### config.mk
export PLATFORM = sky130hd
export DESIGN_NAME = iq_nibble_unpack
export DESIGN_NICKNAME = d
export VERILOG_FILES = /design/src/rtl/iq_nibble_pkg.sv /design/src/rtl/iq_nibble_expand.sv /design/src/rtl/iq_nibble_unpack.sv
export SDC_FILE = /design/constraint.sdc
export NUM_CORES = 1
export LEC_CHECK = 0
export ABC_AREA = 1
export CORE_ASPECT_RATIO = 1.2
export CORE_MARGIN = 2
export CORE_UTILIZATION = 35
export CTS_CLUSTER_DIAMETER = 30
export DETAILED_ROUTE_END_ITERATION = 12
export PLACE_DENSITY = 0.74
export SLEW_MARGIN = 15
export SYNTH_ARGS = -nofsm -noshare
export SYNTH_HDL_FRONTEND = slang
export SYNTH_SLANG_ARGS = --single-unit
### constraint.sdc
create_clock -name clk -period 2.5 [get_ports clk]
set_input_delay 0.5 -clock clk [delete_from_list [all_inputs] [get_ports clk]]
set_output_delay 0.5 -clock clk [all_outputs]
set_load 0.005 [all_outputs]
### src/rtl/iq_nibble_pkg.sv
// Shared constants and types for the 4-bit IQ nibble unpacker.
// Lane order and expansion geometry must stay in step with the transmit-side packer.
package iq_nibble_pkg;

    localparam int NSUB        = 4;
    localparam int NIB_W       = 4;
    localparam int BYTE_W      = 2 * NIB_W;
    localparam int SAMPLE_W    = 16;
    localparam int DISCARD_LSB = 9;

    localparam logic [SAMPLE_W-1:0] ROUND_OFS = 16'h0100;

    // Bit offset of each symbol byte inside the packed word, in emission order.
    localparam int LANE_LSB [0:NSUB-1] = '{16, 24, 0, 8};

    typedef enum logic {
        IDLE,
        EMIT
    } state_t;

endpackage

### src/rtl/iq_nibble_expand.sv
// Combinational expansion of one packed {I nibble, Q nibble} byte into a {I16, Q16} sample.
// Optional mid-point rounding of the discarded LSBs: define IQ_UNPACK_ROUND_MID_EN.
module iq_nibble_expand
    import iq_nibble_pkg::*;
(
    input  logic [BYTE_W-1:0]     sym,
    output logic [2*SAMPLE_W-1:0] sample
);

    // The nibble's MSB is the sign; the three magnitude bits land just above the discarded LSBs.
    function automatic logic [SAMPLE_W-1:0] expand_nib(input logic [NIB_W-1:0] nib);
        logic [SAMPLE_W-1:0] v;
        v = {{4{nib[NIB_W-1]}}, nib[NIB_W-2:0], {DISCARD_LSB{1'b0}}};
`ifdef IQ_UNPACK_ROUND_MID_EN
        v = v + ROUND_OFS;
`endif
        return v;
    endfunction

    always_comb begin
        sample = {expand_nib(sym[BYTE_W-1:NIB_W]), expand_nib(sym[NIB_W-1:0])};
    end

endmodule

### src/rtl/iq_nibble_unpack.sv
// Unpacks one 32-bit word of four nibble-pair symbols into four {I16,Q16} samples, AXI-Stream both sides.
// Build option IQ_UNPACK_ROUND_MID_EN (inside iq_nibble_expand) adds mid-point rounding.
module iq_nibble_unpack
    import iq_nibble_pkg::*;
#(
    parameter int WIDTH = 32
) (
    input  logic             clk,
    input  logic             reset,
    input  logic [WIDTH-1:0] i_tdata,
    input  logic             i_tlast,
    input  logic             i_tvalid,
    output logic             i_tready,
    output logic [WIDTH-1:0] o_tdata,
    output logic             o_tlast,
    output logic             o_tvalid,
    input  logic             o_tready
);

    if (WIDTH != 32) begin : g_width_check
        $error("iq_nibble_unpack: only WIDTH=32 is supported");
    end

    state_t                 state;
    state_t                 state_nxt;
    logic [1:0]             sub_cnt;
    logic [WIDTH-1:0]       hold_word;
    logic                   hold_last;
    logic                   last_sub;
    logic                   in_fire;
    logic                   out_fire;
    logic [BYTE_W-1:0]      lane_byte;
    logic [2*SAMPLE_W-1:0]  lane_sample;

    assign last_sub = (sub_cnt == 2'(NSUB - 1));
    assign in_fire  = i_tvalid & i_tready;
    assign out_fire = o_tvalid & o_tready;

    always_comb begin
        lane_byte = hold_word[LANE_LSB[sub_cnt] +: BYTE_W];
    end

    iq_nibble_expand u_expand (
        .sym    (lane_byte),
        .sample (lane_sample)
    );

    // A new word always restarts the lane counter, even when it loads on the last sample's cycle.
    always_ff @(posedge clk) begin
        if (reset) begin
            state     <= IDLE;
            sub_cnt   <= '0;
            hold_word <= '0;
            hold_last <= 1'b0;
        end else begin
            state <= state_nxt;
            if (in_fire) begin
                hold_word <= i_tdata;
                hold_last <= i_tlast;
                sub_cnt   <= '0;
            end else if (out_fire) begin
                sub_cnt <= sub_cnt + 2'd1;
            end
        end
    end

    always_comb begin
        state_nxt = state;
        case (state)
            IDLE: begin
                if (i_tvalid) begin
                    state_nxt = EMIT;
                end
            end
            EMIT: begin
                if (out_fire && last_sub && !i_tvalid) begin
                    state_nxt = IDLE;
                end
            end
            default: state_nxt = IDLE;
        endcase
    end

    // Input is only accepted in EMIT when the final sample leaves this cycle, so nothing is overwritten.
    always_comb begin
        i_tready = 1'b0;
        o_tvalid = 1'b0;
        o_tdata  = '0;
        o_tlast  = 1'b0;
        case (state)
            IDLE: begin
                i_tready = 1'b1;
            end
            EMIT: begin
                o_tvalid = 1'b1;
                o_tdata  = lane_sample;
                o_tlast  = hold_last & last_sub;
                i_tready = last_sub & o_tready;
            end
            default: begin
                i_tready = 1'b0;
            end
        endcase
    end

endmodule

==> summary.md, run 1 <==
| Metric | Value |
|---|---|
| Outcome | `finished, final reports clean` |
| Final WS setup | `0.1353 ns` |
| Worst-path cell with the longest stage delay | `clkdlybuf4s50_1` |
| Clk sinks | `36` |
| Largest net degree at the start of global routing | `69` |
| Worst path top cell family by delay | `buffers and inverters` |
| Slew Limit Headroom | `~55%` |
| Critical path class | `reg -> out` |
| Fin util | `45.43%` |
| Tcrit/Tclk final | `between 90% and 100%` |
| Die ar. | `7020 um2` |
| Initial antenna violation count | `0` |
| Initial Util | `36.57%` |
| Via count | `2119` |
| Worst min path class | `reg -> reg` |
| Worst slack, placed | `0.3159 ns` |
| Final RePlAce weighted congestion | `just over 0.8` |
| Clk_skew | `0.002596 ns` |
| Worst-Margin Slew | `just under 0.7 ns` |
| Post-synthesis sequential area ratio | `32.36%` |
| Num rows | `31` |
| Most frequent cells in the layout | `nand2_1, inv_1, clkdlybuf4s50_1` |
| Crit-path cells | `inv_1 > nand3_1 > a21oi_2 > clkdlybuf4s50_1` |
| Setup violators final | `0` |
| Max Freq | `0.4229 GHz` |
| M1 WL | `2094 um` |
| GR Overflow Total | `0` |
| Setup repair bufs after CTS | `0` |
| Crit-path max cell delay | `0.55 ns` |
| Final Max Slew Viols | `0` |
| Die Ht | `91.39 um` |
| Post-detail-place hpwl | `3572 um` |
| Metal2 WL | `around 2400 um` |
| Clock root cell | `clkbuf_8` |
| Initial drt markers | `121` |
| Peak supply drop | `0.0002455 V` |
| Most common cell after layout, fill and taps aside | `nand2_1` |
| Leak | `1.335 nW` |
| Pwr dens | `499.6 nW/um2` |
| Routed len/inst | `a little over 10 um` |
| CTS buffer count | `5` |
| Die width | `between 70 and 80 um` |
| DR WL met3 | `354 um` |
| Mean post-synth cell area | `around 6.3 um2` |
| Drt first pass iters | `4` |
| H-tree level count | `2` |
| Top sig layer | `met4` |
| Area added between synthesis and finish | `24.21%` |
| WL final | `~4900 um` |
| Max-cap viol count | `0` |
| Hold buffer count at CTS | `0` |
| Layout Nets | `430` |
| Layout cells sized above 1 | `7.634%` |
| Bufs and invs on worst path | `2` |
| Synth unique cells | `18` |
| YS warnings | `0` |
| CTS Buffer Depth | `2` |
| DRC violations left | `0` |
| Worst-path clk slew | `0.07 ns` |
| Hold Vio Cnt, Final | `0` |
| Cell area after layout | `2766 um2` |
| Final Critical Period | `2.365 ns` |
| Worst EP required | `around 2.0 ns` |
| Seq cells post-synth | `36` |
| Core footprint | `6090 um2` |
| Min-Delay Path Depth | `2` |
| RSZ-0062 raised after global routing | `no` |
| First-pass GRT wire length | `8128 um` |
| Antenna diodes | `0` |
| Critical path arrival | `1.86 ns` |
| Post-synthesis cell count | `355` |
| Synthesized area | `2227 um2` |
| CP Capture Type | `primary output` |
| Vias in the first global route | `1906` |
| Max FO, Critical Path | `11` |
| Fin Setup TNS | `0 ns` |
| I/O pin total | `72` |
| R2R depth | `7` |
| Critical Path Start Type | `flip-flop` |
| Port-buffer cells | `53` |
| CTS tree | `built` |
| Via/cell ratio | `4.461` |
| GRT Resource Usage Total | `14.13%` |
| Dpl cell area | `2665 um2` |
| Clk_lat worst skew | `0.29 ns` |
| WP depth | `4` |
| Post-route ant nets | `0` |
[final timing paths]
check                                  from                         end  slack (ns)
setup / recovery    sub_cnt[1]$_SDFFE_PP0P_                 o_tdata[15]        0.14
setup reg to reg    sub_cnt[1]$_SDFFE_PP0P_  hold_word[20]$_SDFFE_PP0P_        0.56
hold / removal    hold_word[6]$_SDFFE_PP0P_   hold_word[6]$_SDFFE_PP0P_        0.49
hold reg to reg   hold_word[6]$_SDFFE_PP0P_   hold_word[6]$_SDFFE_PP0P_        0.49
[flip-flops by register name, indices dropped and copies added, names as in the netlist]
register,flops
hold_last,1
state,1
sub_cnt,2
hold_word,32
[logic make-up after synthesis]
kind of cell,Yosys count,synth area share [%]
flip-flops,36,32.36
other,1,0.1684
buffers and inverters,116,25.79
AO/OA/AOI/OAI,43,11.35
adder cells (fa/ha/maj),1,0.5617
XOR/XNOR,1,0.3933
AND/OR/NAND/NOR,157,29.38
[synthesized netlist by cell type]
cell type | n | area (um2)
a21oi_1 | 33 | 165.2
a21oi_2 | 10 | 87.58
buf_2 | 9 | 45.04
buf_4 | 27 | 202.7
buf_6 | 2 | 22.52
buf_8 | 1 | 15.01
clkbuf_1 | 7 | 26.28
clkinv_1 | 2 | 7.510
conb_1 | 1 | 3.750
dfxtp_1 | 36 | 720.7
ha_1 | 1 | 12.51
inv_1 | 67 | 251.5
inv_2 | 1 | 3.750
nand2_1 | 71 | 266.5
nand2_2 | 1 | 6.260
nand3_1 | 50 | 250.2
nor2_1 | 35 | 131.4
xor2_1 | 1 | 8.760
[timing repair]
action                                  in CTS  in global routing
gates cloned                                 0                  0
endpoints found under the setup margin       1                  9
resized for setup                            1                  2
[power by group]
part,internal (W),switching (W),total [W]
Combinational,0.000150,0.000157,0.000307
Clock,0.000220,0.000210,0.000430
Sequential,0.000618,0.0000271,0.000645
Total,0.000988,0.000394,0.00138
[layer usage]
layer  track usage (%)  up-vias
li1                  -     1111
met3             4.274        6
met5                 0        -
met2             24.49       69
met4             4.242        0
met1             16.65      933
[worst register-to-register path: stages, from the launching register on]
cell	delay (ns)
dfxtp_1	0.53
ha_1	0.26
nand2_1	0.07
nand2_2	0.08
buf_4	0.57
nand3_1	0.18
nand2_1	0.10
nor2_1	0.04
[final cells by class]
cell class | instances | area, um2
sequential | 36 | 721.9
clock inverter | 2 | 10.01
inverter | 70 | 262.8
fill | 666 | 3323
tap | 82 | 102.6
multi-input combinational | 220 | 1003
clock buffer | 6 | 82.58
timing repair buffer | 59 | 583.1
[through the flow]
step                      cells  power (W)  hold slack [ns]
after floorplan             372  0.0008742           0.4514
after global placement      467  0.0009557           0.4644
after detailed placement    467  0.0009638           0.4706
after CTS                   475   0.001387           0.4894
after global routing        475   0.001451           0.5062
final                       475   0.001382           0.4865
(Power assumes the default switching activity.)
==> run 2, diff against run 1 <==
- CELL_PAD_IN_SITES_DETAIL_PLACEMENT: not set -> 1
- CELL_PAD_IN_SITES_GLOBAL_PLACEMENT: not set -> 1
- PLACE_DENSITY: 0.74 -> 0.95
- SLEW_MARGIN: 15 -> 20
- SYNTH_HIERARCHICAL: not set -> 1
==> summary.md, run 2 <==
| Metric | Value |
|---|---|
| Pwr dens | `477.7 nW/um2` |
| Slew Limit Headroom | `between 60% and 70%` |
| CTS Buffer Depth | `2` |
| Critical path class | `reg -> out` |
| Post-synthesis sequential area ratio | `29.34%` |
| Largest Register | `hold_word` |
| Most common cell after layout, fill and taps aside | `nand2_1` |
| Final WS setup | `0.1518 ns` |
| Final Max Slew Viols | `0` |
| Largest net degree at the start of global routing | `69` |
| Post-synth EDFFs | `0` |
| Layout cells sized above 1 | `5.674%` |
| Clock root cell | `clkbuf_8` |
| Via/cell ratio | `4.441` |
| H-tree level count | `2` |
| Hold EP | `hold_last$_SDFFE_PP0P_` |
| Reg2Reg Capture Point | `hold_word[14]$_SDFFE_PP0P_` |
| DRC violations left | `0` |
| Num rows | `33` |
| Vias in the first global route | `2094` |
| Area added between synthesis and finish | `19.10%` |
| Hold Path Origin | `hold_last$_SDFFE_PP0P_` |
| Routed len/inst | `between 10 and 15 um` |
| Final RePlAce weighted congestion | `0.7892` |
| Die width | `80.47 um` |
| GRT Resource Usage Total | `15.24%` |
| Area contributors post-synth | `dfxtp_1, nand2_1, inv_1, buf_4, nand3_1` |
| Die ar. | `around 7700 um2` |
| Worst-Margin Slew | `0.5070 ns` |
| CTS buffer count | `5` |
| Worst EP required | `around 2 ns` |
| Most common cell in the netlist | `nand2_1` |
| Min-Delay Path Depth | `2` |
| Setup violators final | `0` |
| Clk_lat worst skew | `0.29 ns` |
| Reg2Reg Setup Slack | `0.85 ns` |
| Critical path arrival | `1.85 ns` |
| YS warnings | `6` |
| Clk sinks | `36` |
| CP Capture Type | `primary output` |
| Leak | `1.609 nW` |
| RSZ-0062 raised after global routing | `no` |
| Max reg flops | `32` |
| GR Overflow Total | `0` |
| Post-route ant nets | `0` |
| Post-synthesis cell count | `approximately 400` |
| Hold Vio Cnt, Final | `0` |
| Mean post-synth cell area | `~6.2 um2` |
| Synthesized area | `2456 um2` |
| Max Freq | `0.4259 GHz` |
| Fin Setup TNS | `0 ns` |
| Yosys top cell by area | `dfxtp_1` |
| WL final | `5725 um` |
| Max-cap viol count | `0` |
| Top_reg_cell synth | `dfxtp_1` |
| Die Ht | `around 96 um` |
| Seq cells post-synth | `36` |
| Max FO, Critical Path | `34` |
| Post-detail-place hpwl | `4226 um` |
| Initial Util | `36.05%` |
| Layout Nets | `460` |
| Worst-path clk slew | `0.07 ns` |
| Tcrit/Tclk final | `93.93%` |
| CTS tree | `built` |
| Clk_skew | `0.003091 ns` |
| Yosys top cell area share | `29.34%` |
| Synth top cells by count | `nand2_1, inv_1, dfxtp_1, buf_4, nor2_1` |
| First-pass GRT wire length | `9252 um` |
| Most frequent cells in the layout | `nand2_1, inv_1, clkdlybuf4s50_1` |
| Hold buffer count at CTS | `0` |
| Setup repair bufs after CTS | `0` |
| Synth unique cells | `20` |
| RR Startpoint | `sub_cnt[0]$_SDFFE_PP0P_` |
| Peak supply drop | `0.0003222 V` |
| I/O pin total | `72` |
| Via count | `2265` |
| Antenna diodes | `0` |
| Outcome | `finished, final reports clean` |
| Largest registers | `hold_word x32, sub_cnt x2` |
| Initial drt markers | `32` |
| Worst min path class | `reg -> reg` |
| Port-buffer cells | `53` |
| Critical Path Start Type | `flip-flop` |
| Drt first pass iters | `4` |
| Fill cell count | `910` |
| Final Critical Period | `between 2 and 2.5 ns` |
| Core footprint | `6813 um2` |
| Post-synth ARST share | `0%` |
| Initial antenna violation count | `0` |
| R2R depth | `8` |
| Worst slack, placed | `0.2433 ns` |
## run 2: stage by stage
step | instances | util [%] | power [W] | hold WS [ns] | area, um2
4_1_cts | 510 | 42.75 | 0.001406 | 0.4872 | 2913
5_1_grt | 510 | 42.94 | 0.001483 | 0.5148 | 2925
3_3_place_gp | 502 | 41.43 | 0.0009737 | 0.4546 | 2823
2_1_floorplan | 416 | - | 0.0009158 | 0.4433 | 2520
6_report | 510 | 42.94 | 0.001397 | 0.4812 | 2925
3_5_place_dp | 502 | 41.43 | 0.0009885 | 0.4700 | 2823
## run 2: where the power goes
group | switching [W] | internal [W] | leakage (nW)
Combinational | 0.000178 | 0.000157 | 1.27
Sequential | 0.0000260 | 0.000618 | 0.298
Clock | 0.000194 | 0.000225 | 0.0455
Total | 0.000398 | 0.000999 | 1.61
## run 2: timing repair
item | 4_1_cts | 5_1_grt
resized for setup | 0 | 3
setup endpoints to repair | 0 | 5
hold endpoints to repair | 0 | 0
## run 2: cells by family after synthesis
kind of cell             after synthesis  share of synthesized area, %
AND/OR/NAND/NOR                      158                         26.29
buffers and inverters                144                         29.19
AO/OA/AOI/OAI                         58                         14.16
flip-flops                            36                         29.34
XOR/XNOR                               1                        0.3567
adder cells (fa/ha/maj)                1                        0.5093
other                                  1                        0.1527
## run 2: critical path, cell delays in order, from the launching register on
cell	delay (ns)
dfxtp_1	0.33
buf_12	0.16
a21oi_1	0.14
o21ai_0	0.11
nand2_1	0.18
nand2_1	0.08
inv_1	0.07
clkdlybuf4s50_1	0.49
## run 2: how the worst max path moves through the flow
stage	start	slack, ns	to
after detailed placement	o_tready	0.24	i_tready
after global placement	o_tready	0.27	i_tready
final	sub_cnt[0]$_SDFFE_PP0P_	0.15	o_tdata[30]
after CTS	sub_cnt[0]$_SDFFE_PP0P_	0.07	o_tdata[31]
after floorplan	sub_cnt[0]$_SDFFE_PP0P_	0.89	o_tdata[12]
after global routing	sub_cnt[0]$_SDFFE_PP0P_	0.006	o_tdata[29]
## run 2: final cells by class
class	instances	area (um2)	share of cell area, %
repair buffers	59	608.1	20.79
multi-input cells	236	1082	37.00
well taps	87	108.9	3.721
flip-flops and latches	36	720.7	24.64
clock buffers	8	90.09	3.080
inverters	84	315.3	10.78
## run 2: routing by layer
metal	share of wire (%)	GRT usage, %	vias up
met1	41	16.63	1009
li1	-	-	1186
met4	1.8	5.932	0
met5	0	0	-
met2	53	28.82	61
met3	4.3	2.814	9
==> run 3, diff against run 2 <==
- CELL_PAD_IN_SITES_DETAIL_PLACEMENT: 1 -> 0
- MAX_ROUTING_LAYER: not set -> met4
==> summary.md, run 3 (synthesis gave the netlist of run 2 again) <==
| Metric | Value |
|---|---|
| Outcome | `finished, final reports clean` |
| R2R depth | `8` |
| Post-cts resize count | `0` |
| I/O pin total | `72` |
| Layout Nets | `between 400 and 500` |
| Via/cell ratio | `~4.3` |
| Final RePlAce weighted congestion | `0.8003` |
| Initial drt markers | `70` |
| Worst min path class | `reg -> reg` |
| GR Overflow Total | `0` |
| Max-cap viol count | `0` |
| Die ar. | `around 7700 um2` |
| Clk_skew | `0.005166 ns` |
| Num rows | `33` |
| Vias in the first global route | `1901` |
| Routed len/inst | `approximately 9.5 um` |
| Post-route ant nets | `0` |
| Port-buffer cells | `53` |
| Layout cells sized above 1 | `5.674%` |
| Area added between synthesis and finish | `18.59%` |
| Max Freq | `0.4282 GHz` |
| Core footprint | `6813 um2` |
| RR Startpoint | `sub_cnt[0]$_SDFFE_PP0P_` |
| CTS tree | `built` |
| RSZ-0062 raised after global routing | `no` |
| Final Max Slew Viols | `0` |
| Largest Register | `hold_word` |
| Fin Setup TNS | `0 ns` |
| Worst EP required | `2.00 ns` |
| Post-detail-place hpwl | `~3500 um` |
| WL final | `approximately 4800 um` |
| Initial antenna violation count | `0` |
| Slew Limit Headroom | `66.10%` |
| Fin util | `42.75%` |
| Largest registers | `hold_word x32, sub_cnt x2` |
| Tcrit/Tclk final | `93.41%` |
| CTS buffer count | `5` |
| Die Ht | `95.77 um` |
| Multi-input gate area | `1082 um2` |
| Max reg flops | `32` |
| Pwr dens | `473.8 nW/um2` |
| Critical path startpoint | `sub_cnt[0]$_SDFFE_PP0P_` |
| Initial Util | `36.05%` |
| Critical Path Start Type | `flip-flop` |
| Setup repair bufs after CTS | `0` |
| Setup violators final | `0` |
| Sequential cell area | `720.7 um2` |
| Reg2Reg Setup Slack | `between 0.7 and 0.8 ns` |
| Leak | `1.607 nW` |
| Worst Setup EP | `o_tdata[30]` |
| Most frequent cells in the layout | `nand2_1, inv_1, clkdlybuf4s50_1` |
| H-tree level count | `2` |
| CTS Buffer Depth | `2` |
| Hold Vio Cnt, Final | `0` |
| Antenna diodes | `0` |
| Clock root cell | `clkbuf_8` |
| Reg2Reg Capture Point | `hold_word[11]$_SDFFE_PP0P_` |
| First-pass GRT wire length | `roughly 8000 um` |
| Most common cell after layout, fill and taps aside | `nand2_1` |
| Worst-Margin Slew | `0.5054 ns` |
| CP Capture Type | `primary output` |
| Critical path arrival | `1.84 ns` |
| Clk sinks | `36` |
| Hold buffer count at CTS | `0` |
| Largest net degree at the start of global routing | `69` |
| Peak supply drop | `roughly 0.00028 V` |
| Final Critical Period | `2.335 ns` |
| Critical path class | `reg -> out` |
| Max FO, Critical Path | `34` |
| Drt first pass iters | `4` |
| DRC violations left | `0` |
| Worst-path clk slew | `0.06 ns` |
| Fill cell count | `736` |
| Die width | `80.47 um` |
| Via count | `2214` |
| Clk_lat worst skew | `0.29 ns` |
| GRT Resource Usage Total | `13.59%` |
-- run 3: cell count changes in the layout (fill, tap and decap cells not counted) --
cell / before / now
buf_12: 3 / 2
buf_4: 3 / 4
-- run 3: metal layers --
layer	part of all wire, %	track usage, %
met5	0	-
met4	3.1	6.497
met3	5.2	3.565
met2	48	24.10
met1	44	13.91
-- run 3: worst max-delay path, cell delays in order (launching register included) --
cell             delay, ns
dfxtp_1               0.30
buf_4                 0.22
a21oi_1               0.16
o21ai_0               0.09
nand2_1               0.15
nand2_1               0.07
inv_1                 0.06
clkdlybuf4s50_1       0.49
-- run 3: worst min path at each step --
stage	depth (start not counted)	from	to	slack, ns
after floorplan	2	hold_last$_SDFFE_PP0P_	hold_last$_SDFFE_PP0P_	0.44
after global placement	2	hold_last$_SDFFE_PP0P_	hold_last$_SDFFE_PP0P_	0.45
after detailed placement	2	hold_last$_SDFFE_PP0P_	hold_last$_SDFFE_PP0P_	0.46
after CTS	2	hold_last$_SDFFE_PP0P_	hold_last$_SDFFE_PP0P_	0.48
after global routing	2	hold_word[16]$_SDFFE_PP0P_	hold_word[16]$_SDFFE_PP0P_	0.51
final	2	hold_last$_SDFFE_PP0P_	hold_last$_SDFFE_PP0P_	0.48
-- run 3: cell type report --
cell class / instances / area share [%]
repair buffers: 59 / 20.45
well taps: 87 / 3.737
multi-input cells: 236 / 37.16
inverters: 84 / 10.82
clock buffers: 8 / 3.093
flip-flops and latches: 36 / 24.74
-- run 3: through the flow --
| step | hold slack [ns] | instance area [um2] | setup slack (ns) | power [W] | cells |
|---|---|---|---|---|---|
| after floorplan | 0.4433 | 2520 | 0.8928 | 0.0009158 | 416 |
| after global routing | 0.5084 | 2913 | 0.002557 | 0.001468 | 510 |
| after global placement | 0.4546 | 2823 | 0.2692 | 0.0009737 | 502 |
| after CTS | 0.4815 | 2913 | 0.1371 | 0.001392 | 510 |
| final | 0.4817 | 2913 | 0.1649 | 0.001380 | 510 |
| after detailed placement | 0.4648 | 2823 | 0.2722 | 0.0009799 | 502 |
-- run 3: power breakdown --
group / internal, W / total, W / switching, W / leakage (nW)
registers: 0.000618 / 0.000642 / 0.0000240 / 0.298
logic: 0.000155 / 0.000323 / 0.000169 / 1.26
clock network: 0.000224 / 0.000415 / 0.000191 / 0.0455
==> variant (settings of run 1) <==
Make the reset (`reset`) asynchronous in one clocked block.
--- a/src/rtl/iq_nibble_unpack.sv
+++ b/src/rtl/iq_nibble_unpack.sv
@@ -46,7 +46,7 @@
     );
 
     // A new word always restarts the lane counter, even when it loads on the last sample's cycle.
-    always_ff @(posedge clk) begin
+    always_ff @(posedge clk or posedge reset) begin
         if (reset) begin
             state     <= IDLE;
             sub_cnt   <= '0;
Function: differs if reset is asserted again (counterexample within 4 cycles, from zero or initial values and one cycle with reset high); with reset held inactive, the same outputs for 10 cycles.
==> variant against run 1 <==
Worst setup slack got worse by 0.13 ns. Non-clock buffer count up 5. Synthesized cell count shrank 30%. Register-to-register slack gained 0.25 ns. Sequential cell count unchanged. Routed wire length fell by 9.5%. Utilization rose by 1.9 points. Design area shrank 4.9%. Area after synthesis fell by 11%. Highest routed layer unchanged.
Power is not compared: it rests on default switching activity, and its combinational part moved more than twofold at a synthesized area within 25%.
==> variant: results (changes against run 1) <==
Clock tree
  • Number of post-CTS setup repair buffers: 3 (+3)
  • Clock-pin slew on the worst setup and hold paths: 0.06 ns
  • Post-CTS sizing: 2 (+1)
  • Clock buffer depth: 2 (unchanged)

Global route
  • Via count of the first global-routing pass: 1,597 (-16%)
  • Global-route wire length before repair: 7070 um (-13%)
  • All-Layer GR Usage: 14.6% (+0.45 points)
  • Antenna violations before repair: 0 (unchanged)
  • Maximum number of pins on one net before global-route repair: 67 (-2.9%)

Routing
  • Number of DRC markers after the initial detailed-route iteration: 178 (+47%)
  • Number of vias per cell: 4.49 (+0.72%)
  • Drt wl/cell: 12.1 um (+17%)
  • Overall routed net length: 4440 um (-9.5%)

Setup path
  • Critical Path End: o_tdata[9]
  • Critical path's top delay family: buffers and inverters
  • Launch point of the critical path: sub_cnt[0]$_DFFE_PP0P_
  • Worst R2R Setup Slack: 0.81 ns (+0.25 ns)
  • Worst R2R End: hold_word[24]$_DFFE_PP0P_
  • Worst-path fanout max: 8 (-3)
  • Data arrival time of the critical path: 2.00 ns (+0.14 ns)

Placement
  • Post-detail-place hpwl: 3120 um (-13%)
  • Area post-placement: 2440 sq um (-8.4%)
  • Placed cell count: 351 (-25%)
  • Number of port buffers: 53 (unchanged)
  • Gp weighted congestion: 0.786 (-5.0%)
  • Post-placement worst setup slack: 0.206 ns (-0.110 ns)

Power
  • Sw power: 1150 uW
  • Portion of total power attributed to the clock network: 13.4%
  • Power in sequential cells: 971 uW
  • Total clock network power: 417 uW

Die
  • Die area: 6280 sq um (-11%)

Logic synthesis
  • Number of warning messages in the yosys log: 0 (unchanged)
  • Leading register cell type out of synthesis: sky130_fd_sc_hd__dfrtp_1
  • FFs w/ async S/R, synth: 100% (+100 points)
  • Average cell area after synthesis: 7.99 sq um (+27%)
  • Top area cells in the synthesized netlist: sky130_fd_sc_hd__dfrtp_1 (45%), sky130_fd_sc_hd__nand2_1 (13%), sky130_fd_sc_hd__buf_4 (9.8%)
  • Fraction of the yosys area taken by sequential cells: 45.5% (+13 points)
  • Distinct cells, synth: 19 (+1)
  • Commonest cells in the netlist: sky130_fd_sc_hd__nand2_1 (66), sky130_fd_sc_hd__inv_1 (37), sky130_fd_sc_hd__dfrtp_1 (36), sky130_fd_sc_hd__buf_4 (26), sky130_fd_sc_hd__nand3_1 (17)

Min path
  • Endpoint, Worst Hold: hold_last$_DFFE_PP0P_
  • Critical hold path startpoint: hold_last$_DFFE_PP0P_
  • WHS Path Cells: 2 (unchanged)

Finish
  • Total inserted antenna cells: 0 (unchanged)
  • Synth-to-Final Area Change: 32.8%
  • Total Nets Final: 340 (-21%)
  • Share of final-layout standard cells stronger than drive strength 1: 15.2% (+7.5 points)

Outcome
  • Run status: complete, no violations

Timing
  • Tmin final: 2.50 ns (+0.133 ns)
  • Skew final: 0.00192 ns (-0.000675 ns)
  • Worst hold slack across all endpoints: 0.511 ns (+0.0242 ns)
variant: cell families (layout without fill, tap and decap cells):
| logic type | after synthesis | count (layout) | share of synthesized area [%] |
|---|---|---|---|
| adder cells (fa/ha/maj) | 1 | 1 | 0.631 |
| flip-flops | 36 | 36 | 45.5 |
| AND/OR/NAND/NOR | 95 | 95 | 20.3 |
| buffers and inverters | 73 | 111 | 20.5 |
| XOR/XNOR | 1 | 1 | 0.442 |
| other | 1 | 18 | 0.189 |
| AO/OA/AOI/OAI | 41 | 41 | 12.4 |
variant: final cells by class:
class | instances | area [sq um]
well taps | 64 | 80.1
flip-flops and latches | 36 | 902
multi-input cells | 156 | 761
fillers | 564 | 2920
repair buffers | 64 | 641
clock buffers | 8 | 90.1
repair inverters | 1 | 7.51
inverters | 38 | 150
variant: per-layer routing:
layer  GRT usage, %  share of wire, %  routed length [um]  vias up
li1               -                 -                   -      823
met1           17.7                41                1810      771
met2           23.8                52                2300       48
met3           4.07               5.7                 252        7
met4           6.73               1.5                  68        0
met5              0                 0                   0        -
